**config.mk**
```make
export PLATFORM = sky130hd
export DESIGN_NAME = env_ramp_seq
export DESIGN_NICKNAME = d
export VERILOG_FILES = /design/src/rtl/envseq_pkg.sv /design/src/rtl/env_tick_gen.sv /design/src/rtl/env_ramp_seq.sv
export SDC_FILE = /design/constraint.sdc
export NUM_CORES = 1
export LEC_CHECK = 0
export CAP_MARGIN = 15
export CORE_MARGIN = 3
export CORE_UTILIZATION = 40
export DETAILED_ROUTE_END_ITERATION = 12
export GPL_TIMING_DRIVEN = 1
export PLACE_DENSITY = 0.68
export SYNTH_ARGS = -nofsm -noshare
export SYNTH_HDL_FRONTEND = slang
export SYNTH_SLANG_ARGS = --single-unit
```
**constraint.sdc**
```tcl
create_clock -name clk -period 4.95 [get_ports clk]
set_clock_uncertainty 0.1 [all_clocks]
set_input_delay 0.7425 -clock clk [delete_from_list [all_inputs] [get_ports clk]]
set_output_delay 0.7425 -clock clk [all_outputs]
set_load 0.03 [all_outputs]
```
**src/rtl/envseq_pkg.sv**
```systemverilog
// Shared types and helpers for the ramping envelope sequencer.
// Also supplies a default for the codebase fixed-point width macro BITS.
`ifndef BITS
`define BITS 16
`endif

package envseq_pkg;

   typedef enum logic {IDLE = 1'b0, RAMP = 1'b1} env_state_t;

   // Fraction bits needed so that a delta can be spread over 2^(2^tw-1) ticks.
   function automatic int frac_bits(input int tw);
      return (1 << tw) - 1;
   endfunction

   // Map a DEPTH-bit level onto the unsigned output range, keeping the MSB clear.
   function automatic logic [63:0] scale_level(input logic [31:0] level,
                                               input int depth,
                                               input int out_w);
      return 64'(level) << (out_w - depth - 1);
   endfunction

endpackage

```
**src/rtl/env_tick_gen.sv**
```systemverilog
// Trigger edge detector, pending-start flag and TSCALE tick prescaler.
// The edge is captured even while ena is low; it is released by pending_clr.
module env_tick_gen
   import envseq_pkg::*;
#(
   parameter int TSCALE = 1
) (
   input  logic clk,
   input  logic rst,
   input  logic ena,
   input  logic trigger,
   input  logic pending_clr,
   output logic tick,
   output logic pending
);

   localparam int PW = (TSCALE > 1) ? $clog2(TSCALE) : 1;

   logic          trig_q;
   logic          pending_q;
   logic [PW-1:0] presc_q, presc_d;
   logic          edge_det;

   assign edge_det = trigger & ~trig_q;
   assign tick     = ena && (presc_q == PW'(TSCALE - 1));
   assign pending  = pending_q;

   // Prescaler advances only while enabled and wraps on each tick.
   always_comb begin
      presc_d = presc_q;
      if (ena) begin
         presc_d = tick ? '0 : presc_q + PW'(1);
      end
   end

   // Trigger history, sticky pending flag (a new edge beats a clear) and prescaler.
   always_ff @(posedge clk or posedge rst) begin
      if (rst) begin
         trig_q    <= 1'b0;
         pending_q <= 1'b0;
         presc_q   <= '0;
      end else begin
         trig_q  <= trigger;
         presc_q <= presc_d;
         if (edge_det) begin
            pending_q <= 1'b1;
         end else if (pending_clr) begin
            pending_q <= 1'b0;
         end
      end
   end

endmodule

```
**src/rtl/env_ramp_seq.sv**
```systemverilog
// Multi-stage linear-ramp envelope sequencer.
// Each stage ramps from the current value to its level in 2^time ticks using a
// fixed-point accumulator, then snaps exactly onto the target.
// Optional build macro ENVSEQ_LOOP_EN adds a loop input that restarts stage 0
// from the final level instead of returning to idle.
module env_ramp_seq
   import envseq_pkg::*;
#(
   parameter int DEPTH  = 4,
   parameter int STAGES = 4,
   parameter int TW     = 3,
   parameter int TSCALE = 1,
   parameter int OUT_W  = `BITS
) (
   input  logic                        clk,
   input  logic                        rst,
   input  logic                        ena,
   input  logic                        trigger,
   input  logic [STAGES*DEPTH-1:0]     levels,
   input  logic [STAGES*TW-1:0]        times,
`ifdef ENVSEQ_LOOP_EN
   input  logic                        loop,
`endif
   output logic [OUT_W-1:0]            env_out,
   output logic                        busy,
   output logic [$clog2(STAGES)-1:0]   stage_idx,
   output logic                        eoc
);

   localparam int FRAC  = frac_bits(TW);
   localparam int ACC_W = OUT_W + 1 + FRAC;
   localparam int SW    = $clog2(STAGES);
   localparam int CNT_W = FRAC;

   env_state_t               state_q;
   logic signed [ACC_W-1:0]  acc_q;
   logic signed [ACC_W-1:0]  step_q;
   logic signed [ACC_W-1:0]  acc_sum;
   logic [CNT_W-1:0]         cnt_q;
   logic [SW-1:0]            stage_q;
   logic [OUT_W-1:0]         env_q;
   logic [OUT_W-1:0]         tgt_q;
   logic                     busy_q;
   logic                     eoc_q;

   logic                     tick;
   logic                     pending;
   logic                     pending_clr;
   logic                     last;
   logic                     loop_go;
   logic [SW-1:0]            nxt_idx;
   logic [DEPTH-1:0]         lvl0, nxt_lvl;
   logic [TW-1:0]            e0, nxt_e;
   logic [OUT_W-1:0]         tgt0, nxt_tgt;

   // Signed delta between two output values, pre-shifted so that 2^e
   // accumulations cover it exactly.
   function automatic logic signed [ACC_W-1:0] ramp_step(input logic [OUT_W-1:0] from_v,
                                                         input logic [OUT_W-1:0] to_v,
                                                         input logic [TW-1:0]    e);
      logic signed [OUT_W:0]   delta;
      logic signed [ACC_W-1:0] wide;
      delta = $signed({1'b0, to_v}) - $signed({1'b0, from_v});
      wide  = ACC_W'(delta);
      return wide <<< (FRAC - int'(e));
   endfunction

   // Ticks remaining after the first one of a 2^e-tick stage.
   function automatic logic [CNT_W-1:0] stage_cnt(input logic [TW-1:0] e);
      return CNT_W'((32'd1 << e) - 32'd1);
   endfunction

   env_tick_gen #(
      .TSCALE (TSCALE)
   ) u_tick (
      .clk         (clk),
      .rst         (rst),
      .ena         (ena),
      .trigger     (trigger),
      .pending_clr (pending_clr),
      .tick        (tick),
      .pending     (pending)
   );

   assign pending_clr = tick && pending;
   assign last        = (stage_q == SW'(STAGES - 1));
   assign nxt_idx     = last ? '0 : stage_q + SW'(1);

   assign lvl0    = levels[0 +: DEPTH];
   assign e0      = times[0 +: TW];
   assign nxt_lvl = levels[nxt_idx*DEPTH +: DEPTH];
   assign nxt_e   = times[nxt_idx*TW +: TW];
   assign tgt0    = OUT_W'(scale_level(32'(lvl0), DEPTH, OUT_W));
   assign nxt_tgt = OUT_W'(scale_level(32'(nxt_lvl), DEPTH, OUT_W));
   assign acc_sum = acc_q + step_q;

`ifdef ENVSEQ_LOOP_EN
   assign loop_go = loop;
`else
   assign loop_go = 1'b0;
`endif

   // Sequencer FSM: (re)start on a pending tick, ramp, snap and advance stages.
   always_ff @(posedge clk or posedge rst) begin
      if (rst) begin
         state_q <= IDLE;
         acc_q   <= '0;
         step_q  <= '0;
         cnt_q   <= '0;
         stage_q <= '0;
         env_q   <= '0;
         tgt_q   <= '0;
         busy_q  <= 1'b0;
         eoc_q   <= 1'b0;
      end else begin
         eoc_q <= 1'b0;
         if (tick) begin
            if (pending) begin
               state_q <= RAMP;
               busy_q  <= 1'b1;
               stage_q <= '0;
               cnt_q   <= stage_cnt(e0);
               step_q  <= ramp_step(env_q, tgt0, e0);
               tgt_q   <= tgt0;
            end else if (state_q == RAMP) begin
               if (cnt_q != '0) begin
                  acc_q <= acc_sum;
                  env_q <= acc_sum[FRAC +: OUT_W];
                  cnt_q <= cnt_q - CNT_W'(1);
               end else begin
                  acc_q <= $signed({1'b0, tgt_q, {FRAC{1'b0}}});
                  env_q <= tgt_q;
                  if (!last || loop_go) begin
                     stage_q <= nxt_idx;
                     cnt_q   <= stage_cnt(nxt_e);
                     step_q  <= ramp_step(tgt_q, nxt_tgt, nxt_e);
                     tgt_q   <= nxt_tgt;
                     eoc_q   <= last;
                  end else begin
                     state_q <= IDLE;
                     busy_q  <= 1'b0;
                     stage_q <= '0;
                     eoc_q   <= 1'b1;
                  end
               end
            end
         end
      end
   end

   assign env_out   = env_q;
   assign busy      = busy_q;
   assign stage_idx = stage_q;
   assign eoc       = eoc_q;

endmodule

```
==> results of run 1 <==
## registers in the layout, indices dropped and copies added (netlist names)
register / count
state_q: 1
acc_q: 23
eoc: 1
u_tick.trig_q: 1
cnt_q: 7
busy: 1
tgt_q: 4
u_tick.presc_q: 1
step_q: 23
stage_idx: 2
u_tick.pending: 1
## cells by family after synthesis
logic type	count (synthesis)	share of synthesized area [%]
buffers and inverters	91	7.353
DFF	65	28.62
and+or+nand+nor	225	18.54
xor gates and xnor gates	31	4.778
adders and majority gates	35	7.970
AOI/OAI and AO/OA	199	22.70
muxes	44	10.04
## metal layers
metal | track usage (%) | vias to the layer above | share of wire (%)
met4 | 4.783 | 0 | 1.0
met2 | 33.85 | 207 | 47
li1 | - | 2540 | -
met3 | 4.435 | 14 | 6.4
met1 | 27.58 | 2530 | 45
met5 | 0 | - | 0
## final cells by class
class	instances	area [um^2]
clock buffers	10	229.0
clock inverters	6	82.58
fillers	1298	7052
repair buffers	59	570.5
multi-input cells	534	3638
inverters	37	138.9
well taps	176	220.2
flip-flops and latches	65	1627
## power groups by stage
stage | registers (W) | clock network, W | logic, W
6_report | 0.00106 | 0.000686 | 0.00325
4_1_cts | 0.00105 | 0.000695 | 0.00322
5_1_grt | 0.00110 | 0.000718 | 0.00360
3_3_place_gp | 0.00105 | 0 | 0.00311
2_1_floorplan | 0.000923 | 0 | 0.00260
3_5_place_dp | 0.00106 | 0 | 0.00318
## cell usage in the layout (no fill, tap or decap), types with 16 or more instances in the layout
cell,netlist,routed
nand2_1,69,69
dfrtp_1,65,65
nor2_1,64,64
o21ai_0,60,60
clkdlybuf4s50_1,0,51
a21oi_1,41,41
inv_1,37,36
ha_1,33,33
mux2i_1,30,30
nand3_1,21,21
nor3_1,21,21
xnor2_1,16,16
## worst reg2reg max path, stage by stage, from the launching register on
cell and delay, ps:
dfrtp_1 430, ha_1 270, nor2_2 340, mux4_2 600, ha_1 300, nor2b_1 120, o21ai_0 80, a21boi_0 530
or2_2 210, nor2_1 30, o31a_1 300, a2bb2o_1 290, o22a_1 150
## Yosys cell counts, drive strengths merged (3+ instances only)
library cell / n / area [um^2]
inv: 37 / 138.9
and2: 4 / 25.03
mux2: 4 / 45.04
o31ai: 9 / 67.56
o22ai: 3 / 18.77
a22o: 7 / 61.31
nor2: 65 / 246.5
a21boi: 4 / 30.03
o21a: 3 / 22.52
ha: 33 / 412.9
o211ai: 4 / 30.03
a21o: 10 / 75.07
mux2i: 30 / 300.3
a22oi: 3 / 22.52
mux4: 10 / 225.2
nand3: 21 / 105.1
a211oi: 7 / 52.55
nor2b: 6 / 37.54
nand2b: 5 / 31.28
xnor2: 16 / 140.1
a221oi: 6 / 58.80
xor2: 15 / 131.4
and3: 3 / 18.77
nand4: 4 / 25.02
dfrtp: 65 / 1627
nor3: 22 / 115.1
o32ai: 4 / 35.03
clkbuf: 26 / 97.59
o21ai: 61 / 305.3
nor4: 10 / 62.56
a31oi: 9 / 56.30
a21oi: 41 / 205.2
nand2: 69 / 259.0
buf: 28 / 181.4
o21bai: 3 / 22.52
a41oi: 3 / 26.28
nor3b: 6 / 45.04
## stage by stage
stage	util, %	hold WS [ps]	instance area, um^2	total power, W
2_1_floorplan	-	309.6	5683	0.003522
3_3_place_gp	45.69	311.1	6195	0.004167
3_5_place_dp	45.69	330.4	6195	0.004246
4_1_cts	47.99	339.6	6506	0.004969
5_1_grt	47.99	346.8	6506	0.005416
6_report	47.99	340.8	6506	0.005004
## path summary, 6_finish.rpt
| path | from | end | slack [ps] |
|---|---|---|---|
| max | stage_idx[0]$_DFFE_PP0P_ | step_q[19]$_DFFE_PP0P_ | 1070 |
| min | u_tick.trig_q$_DFF_PP0_ | u_tick.pending$_DFFE_PP0P_ | 340 |
| max reg2reg | stage_idx[0]$_DFFE_PP0P_ | step_q[19]$_DFFE_PP0P_ | 1070 |
| max in group asynchronous | rst | acc_q[19]$_DFFE_PP0P_ | 3060 |
| min in group asynchronous | rst | u_tick.presc_q$_DFFE_PP0P_ | 830 |
| min reg2reg | u_tick.trig_q$_DFF_PP0_ | u_tick.pending$_DFFE_PP0P_ | 340 |
==> PnR_summary.wiki, run 1 <==
{| class="wikitable"
! Metric !! Value
|-
| Std cell rows || 42
|-
| Chip width || 125.2 um
|-
| Post_cts resized || 0
|-
| Area inside the core boundary || 13560 um^2
|-
| Critical path class || reg2reg
|-
| Estimated wirelength of the detail-placed design || 12.00 mm
|-
| Overall die height || around 130 um
|-
| Clock tree from TritonCTS || built
|-
| Full die area || around 16000 um^2
|-
| Run status || complete, no violations
|-
| Critical-path top delay cell || mux4_2
|-
| I/O pins || 52
|-
| Num CTS Buffers || 9
|-
| Combinational Power Share || 65.0%
|-
| Number of synthesized register bits || 65
|-
| Global routing usage summed across all routing layers || roughly a fifth
|-
| Post-CTS setup-driven buffer insertion count || 0
|-
| Required time of the worst setup path || 5080 ps
|-
| H-Tree Level Count || 3
|-
| Net Sw Frac || 49.07%
|-
| Arr. time, crit path || between 4000 and 5000 ps
|-
| Worst IR Drop VDD || about 0.00034 V
|-
| Maximum operating frequency || about 260 MHz
|-
| Global-route wire length before repair || 26.13 mm
|-
| Wire length after detailed routing || about 16 mm
|-
| Leakage power figure || 2.804 nW
|-
| Input/output buffers || 51
|-
| Sequential share of power || 21.3%
|-
| Hold-critical path depth || 1
|-
| TritonCTS Sinks || 65
|-
| Average instance area after synthesis || slightly above 8 um^2
|-
| Drt first pass iters || 6
|-
| Async set-or-reset flop fraction in the synthesized netlist || 100.0%
|-
| Synthesis Warnings || 0
|-
| WL/cell || 18.15 um
|-
| Max-cap violation count || 0
|-
| Element type at the critical path start || flop
|-
| Worst-path clk slew || around 60 ps
|-
| Tcrit/Tclk final || 78.32%
|-
| Max-Slew Margin vs Limit || 31.35%
|-
| Hold violation count in the final report || 0
|-
| Initial antenna violation count || 0
|-
| Final number of setup-violating endpoints || 0
|-
| Cell type with the highest occurrence count on the critical path || ha_1
|-
| CTS hold repair buffers || 0
|-
| Setup total negative slack || 0 ps
|-
| Via count of the routed design || 5291
|-
| Final nets || 773
|-
| Crit path time final || just under 4000 ps
|-
| Worst reg-to-reg path cell count || 12
|-
| Setup slack at placement || 972.1 ps
|-
| Path length in cells of the critical path || 12
|-
| Post-synthesis instance total || 690
|-
| Ratio of routed vias to standard cells || 5.965
|-
| Number of enable flip-flop cells after synthesis || 0
|-
| Largest net degree at the start of global routing || 46
|-
| Later-pin clock latency in the skew report || between 300 and 400 ps
|-
| Number of global-route vias before repair || 5015
|-
| Count of placed standard cells including taps || 871
|-
| Nets in the synthesized netlist || 757
|-
| Net load switching power || 0.002456 W
|-
| DR iter-0 viols || around 500
|-
| Clock Power Share || 13.7%
|-
| Total power density per cell area || 769.2 nW/um^2
|-
| Unrepaired setup endpoints after global routing || no
|-
| Slew Limit Fails || 0
|-
| Layout cell share with drive strength beyond 1 || 6.470%
|-
| Count of non-filler cells in the finished layout || 887
|-
| Critical Path Fanout Max || 7
|-
| Area delta synth->final || 14.49%
|-
| Seq/Total Area, Yosys || 28.62%
|-
| Count of distinct cell types in the synthesized netlist || 68
|-
| Root Buffer Master || clkbuf_16
|-
| Fin worst setup slack || around 1100 ps
|-
| Dominant register cell in the synthesized netlist || dfrtp_1
|-
| Worst Setup End Kind || flop
|-
| Internal power component || 0.002549 W
|-
| Transition time at the pin with the least slew margin || 1025 ps
|-
| CP top delay family || compound AO/OA/AOI/OAI gates
|-
| Buffer and inverter count on the worst path || 0
|-
| Residual antenna-violating net count after detailed routing || 0
|-
| Series of cell instances along the critical path || ha_1, nor2_2, mux4_2, ha_1, nor2b_1, o21ai_0, a21boi_0, or2_2, nor2_1, o31a_1, a2bb2o_1, o22a_1
|-
| Kind of path behind the tightest hold check || reg2reg
|-
| Cell Area, Synth || 5683 um^2
|-
| Drt drc || 0
|-
| Number of antenna cells inserted || 0
|-
| Gpl congestion || ~0.93
|-
| Delay contributed by the slowest stage of the critical path || around 600 ps
|-
| Largest buffer count on any clock path || 2
|-
| Starting density of the core || between 40% and 50%
|-
| Overflow left after global routing || 0
|}
Power figures use the tool's default switching activity.
==> inputs of run 2 (changes only) <==
Settings changed: PLACE_DENSITY 0.68 to 0.7.
Clock period 4.95 ns to 3.48 ns, I/O delays scaled along.
==> run 2 against run 1 <==
Maximum frequency is 15% higher; sequential cell count did not move; routed wire length up 2.9%; first-iteration DRC count increased by 22%; sequential power is 39% higher; via count increased by 5.1%; clock power grew 35%; die area stayed put; worst hold slack worse by 10 ps; sequential share of layout area decreased by 0.94 points; core utilization up 1.9 points; highest routed layer unchanged; final cell count grew 3.0%.
==> PnR_summary.wiki, run 2 (synthesis gave the netlist of run 1 again) <==
{| class="wikitable"
! Metric !! Value
|-
| Final standard cell utilization of the core || 49.94% (+1.9 points)
|-
| Element type at the critical path start || flop
|-
| Most frequent cells in the layout || 69 x nand2_1, 64 x nor2_1, 63 x dfrtp_1, 59 x o21ai_0, 51 x clkdlybuf4s50_1
|-
| Critical Path Fanout Max || 7 (unchanged)
|-
| Arr. time, crit path || 3550 ps (-460 ps)
|-
| Crit path time final || 3368 ps (-508.1 ps)
|-
| Starting density of the core || 41.92% (unchanged)
|-
| Count of placed standard cells including taps || 897 (+3.0%)
|-
| WL/cell || 18.11 um (-0.18%)
|-
| Residual antenna-violating net count after detailed routing || 0 (unchanged)
|-
| Critical path class || reg2reg
|-
| Run status || complete, no violations
|-
| Largest net degree at the start of global routing || 33 (-28%)
|-
| Worst-path clk slew || 60 ps (about the same)
|-
| Later-pin clock latency in the skew report || 350 ps (about the same)
|-
| Setup total negative slack || 0 ps (unchanged)
|-
| Max-cap violation count || 0 (unchanged)
|-
| Total power density per cell area || 1106 nW/um^2 (+44%)
|-
| Final nets || 800 (+3.5%)
|-
| Final number of setup-violating endpoints || 0 (unchanged)
|-
| Area inside the core boundary || 13560 um^2 (unchanged)
|-
| Most common cell after layout, fill and taps aside || nand2_1
|-
| Number of global-route vias before repair || 5488 (+9.4%)
|-
| Overflow left after global routing || 0 (unchanged)
|-
| Worst IR Drop VDD || 0.0005188 V (+53%)
|-
| Root Buffer Master || clkbuf_16
|-
| Area delta synth->final || 19.13%
|-
| Layout cell share with drive strength beyond 1 || 11.38% (+4.9 points)
|-
| Kind of path behind the tightest hold check || reg2reg
|-
| Worst Setup End Kind || flop
|-
| Met2 routing resource usage after global routing || 33.79% (-0.063 points)
|-
| Ratio of routed vias to standard cells || 6.083 (+2.0%)
|-
| Leakage power figure || 2.940 nW (+4.9%)
|-
| Max-Slew Margin vs Limit || 29.46% (-1.9 points)
|-
| Via count of the routed design || 5560 (+5.1%)
|-
| Overall die height || 125.2 um (unchanged)
|-
| Chip width || 125.2 um (unchanged)
|-
| Global routing usage summed across all routing layers || 21.14% (+0.67 points)
|-
| Drt first pass iters || 5 (-1)
|-
| Full die area || 15670 um^2 (unchanged)
|-
| DR iter-0 viols || 608 (+22%)
|-
| Number of antenna cells inserted || 0 (unchanged)
|-
| Global-route wire length before repair || 27.14 mm (+3.9%)
|-
| Required time of the worst setup path || 3660 ps (-1420 ps)
|-
| Dpl cell area || 6409 um^2 (+3.5%)
|-
| Transition time at the pin with the least slew margin || 1051 ps (+26.05 ps)
|-
| Wire length after detailed routing || 16.56 mm (+2.9%)
|-
| Tcrit/Tclk final || 96.80% (+18 points)
|-
| Hold violation count in the final report || 0 (unchanged)
|-
| Initial antenna violation count || 0 (unchanged)
|-
| Slew Limit Fails || 0 (unchanged)
|-
| Largest buffer count on any clock path || 2 (unchanged)
|-
| Biggest registers after layout || acc_q: 23 flops, step_q: 23 flops, cnt_q: 7 flops
|-
| CTS hold repair buffers || 0 (unchanged)
|-
| Most crowded layer after global routing || met2
|-
| Std cell rows || 42 (unchanged)
|-
| Num CTS Buffers || 9 (unchanged)
|-
| TritonCTS Sinks || 65 (unchanged)
|-
| Global routing usage on met3 || 5.714% (+1.3 points)
|-
| Input/output buffers || 51 (unchanged)
|-
| Clock tree from TritonCTS || built
|-
| Maximum operating frequency || 296.9 MHz (+15%)
|-
| Post-route cell area || 6770 um^2 (+4.1%)
|-
| Met1 Track Usage GR || 27.02% (-0.56 points)
|-
| Count of non-filler cells in the finished layout || 914 (+3.0%)
|-
| Drt drc || 0 (unchanged)
|-
| Gpl congestion || 0.9357 (+0.63%)
|-
| H-Tree Level Count || 3 (unchanged)
|-
| Estimated wirelength of the detail-placed design || 12.36 mm (+3.0%)
|-
| I/O pins || 52 (unchanged)
|}
[run 2: changes by cell type in the layout (fill, tap and decap cells not counted), sizes merged]
cell / previous run / this run
buf: 8 / 35
bufinv: 2 / 1
clkbuf: 10 / 11
clkinv: 3 / 2
clkinvlp: 1 / 2
[run 2: what timing repair did]
item                                    CTS  global route
endpoints found under the setup margin    0            10
setup buffers                             0             1
gates resized for setup                   0            11
[run 2: area by class of cell]
class	count	area [um^2]
inverters	37	138.9
well taps	176	220.2
clock buffers	11	242.7
clock inverters	5	55.05
flip-flops and latches	65	1629
repair buffers	86	777.0
fillers	1240	6788
multi-input cells	534	3707
[run 2: worst paths after layout]
kind / from / endpoint / slack (ps) / cells past startpoint
max: stage_idx[1]$_DFFE_PP0P_ / step_q[17]$_DFFE_PP0P_ / 110 / 12
min: u_tick.trig_q$_DFF_PP0_ / u_tick.pending$_DFFE_PP0P_ / 330 / 1
max reg2reg: stage_idx[1]$_DFFE_PP0P_ / step_q[17]$_DFFE_PP0P_ / 110 / 12
min reg2reg: u_tick.trig_q$_DFF_PP0_ / u_tick.pending$_DFFE_PP0P_ / 330 / 1
max in group asynchronous: rst / acc_q[13]$_DFFE_PP0P_ / 2190 / 3
min in group asynchronous: rst / u_tick.trig_q$_DFF_PP0_ / 390 / 2
[run 2: critical path, stage by stage, from the launching register on]
cell and delay [ps]:
dfrtp_2 440, ha_4 190, nor2_4 190, mux4_2 540
ha_1 270, nor2b_2 150, o21ai_2 150, buf_4 140
a21boi_4 60, o311ai_0 510, a31oi_1 160, o32ai_1 240
a221o_1 150
[run 2: routing by layer]
layer | routed length [um] | vias up
li1 | - | 2596
met1 | 7217 | 2691
met5 | 0 | -
met4 | 411 | 0
met2 | 7730 | 224
met3 | 1195 | 49
[run 2: through the flow]
stage | hold slack (ps) | power, W | setup slack [ps]
after detailed placement | 325.7 | 0.006244 | 10.52
after floorplan | 309.6 | 0.005047 | 29.89
after global placement | 315.3 | 0.006089 | 60.20
after global routing | 357.2 | 0.008061 | -98.42
final | 330.7 | 0.007486 | 111.5
after CTS | 335.5 | 0.007226 | 52.95
[run 2: power breakdown]
group	internal (W)	switching [W]	total, W
Sequential	0.00108	0.000388	0.00147
Clock	0.000571	0.000354	0.000925
Combinational	0.00223	0.00287	0.00510
==> inputs of run 3 (changes only) <==
Settings changed: CTS_CLUSTER_DIAMETER from default to 120.
==> results of run 3 <==
No change in the layout: final DEF, timing and power equal those of run 2.
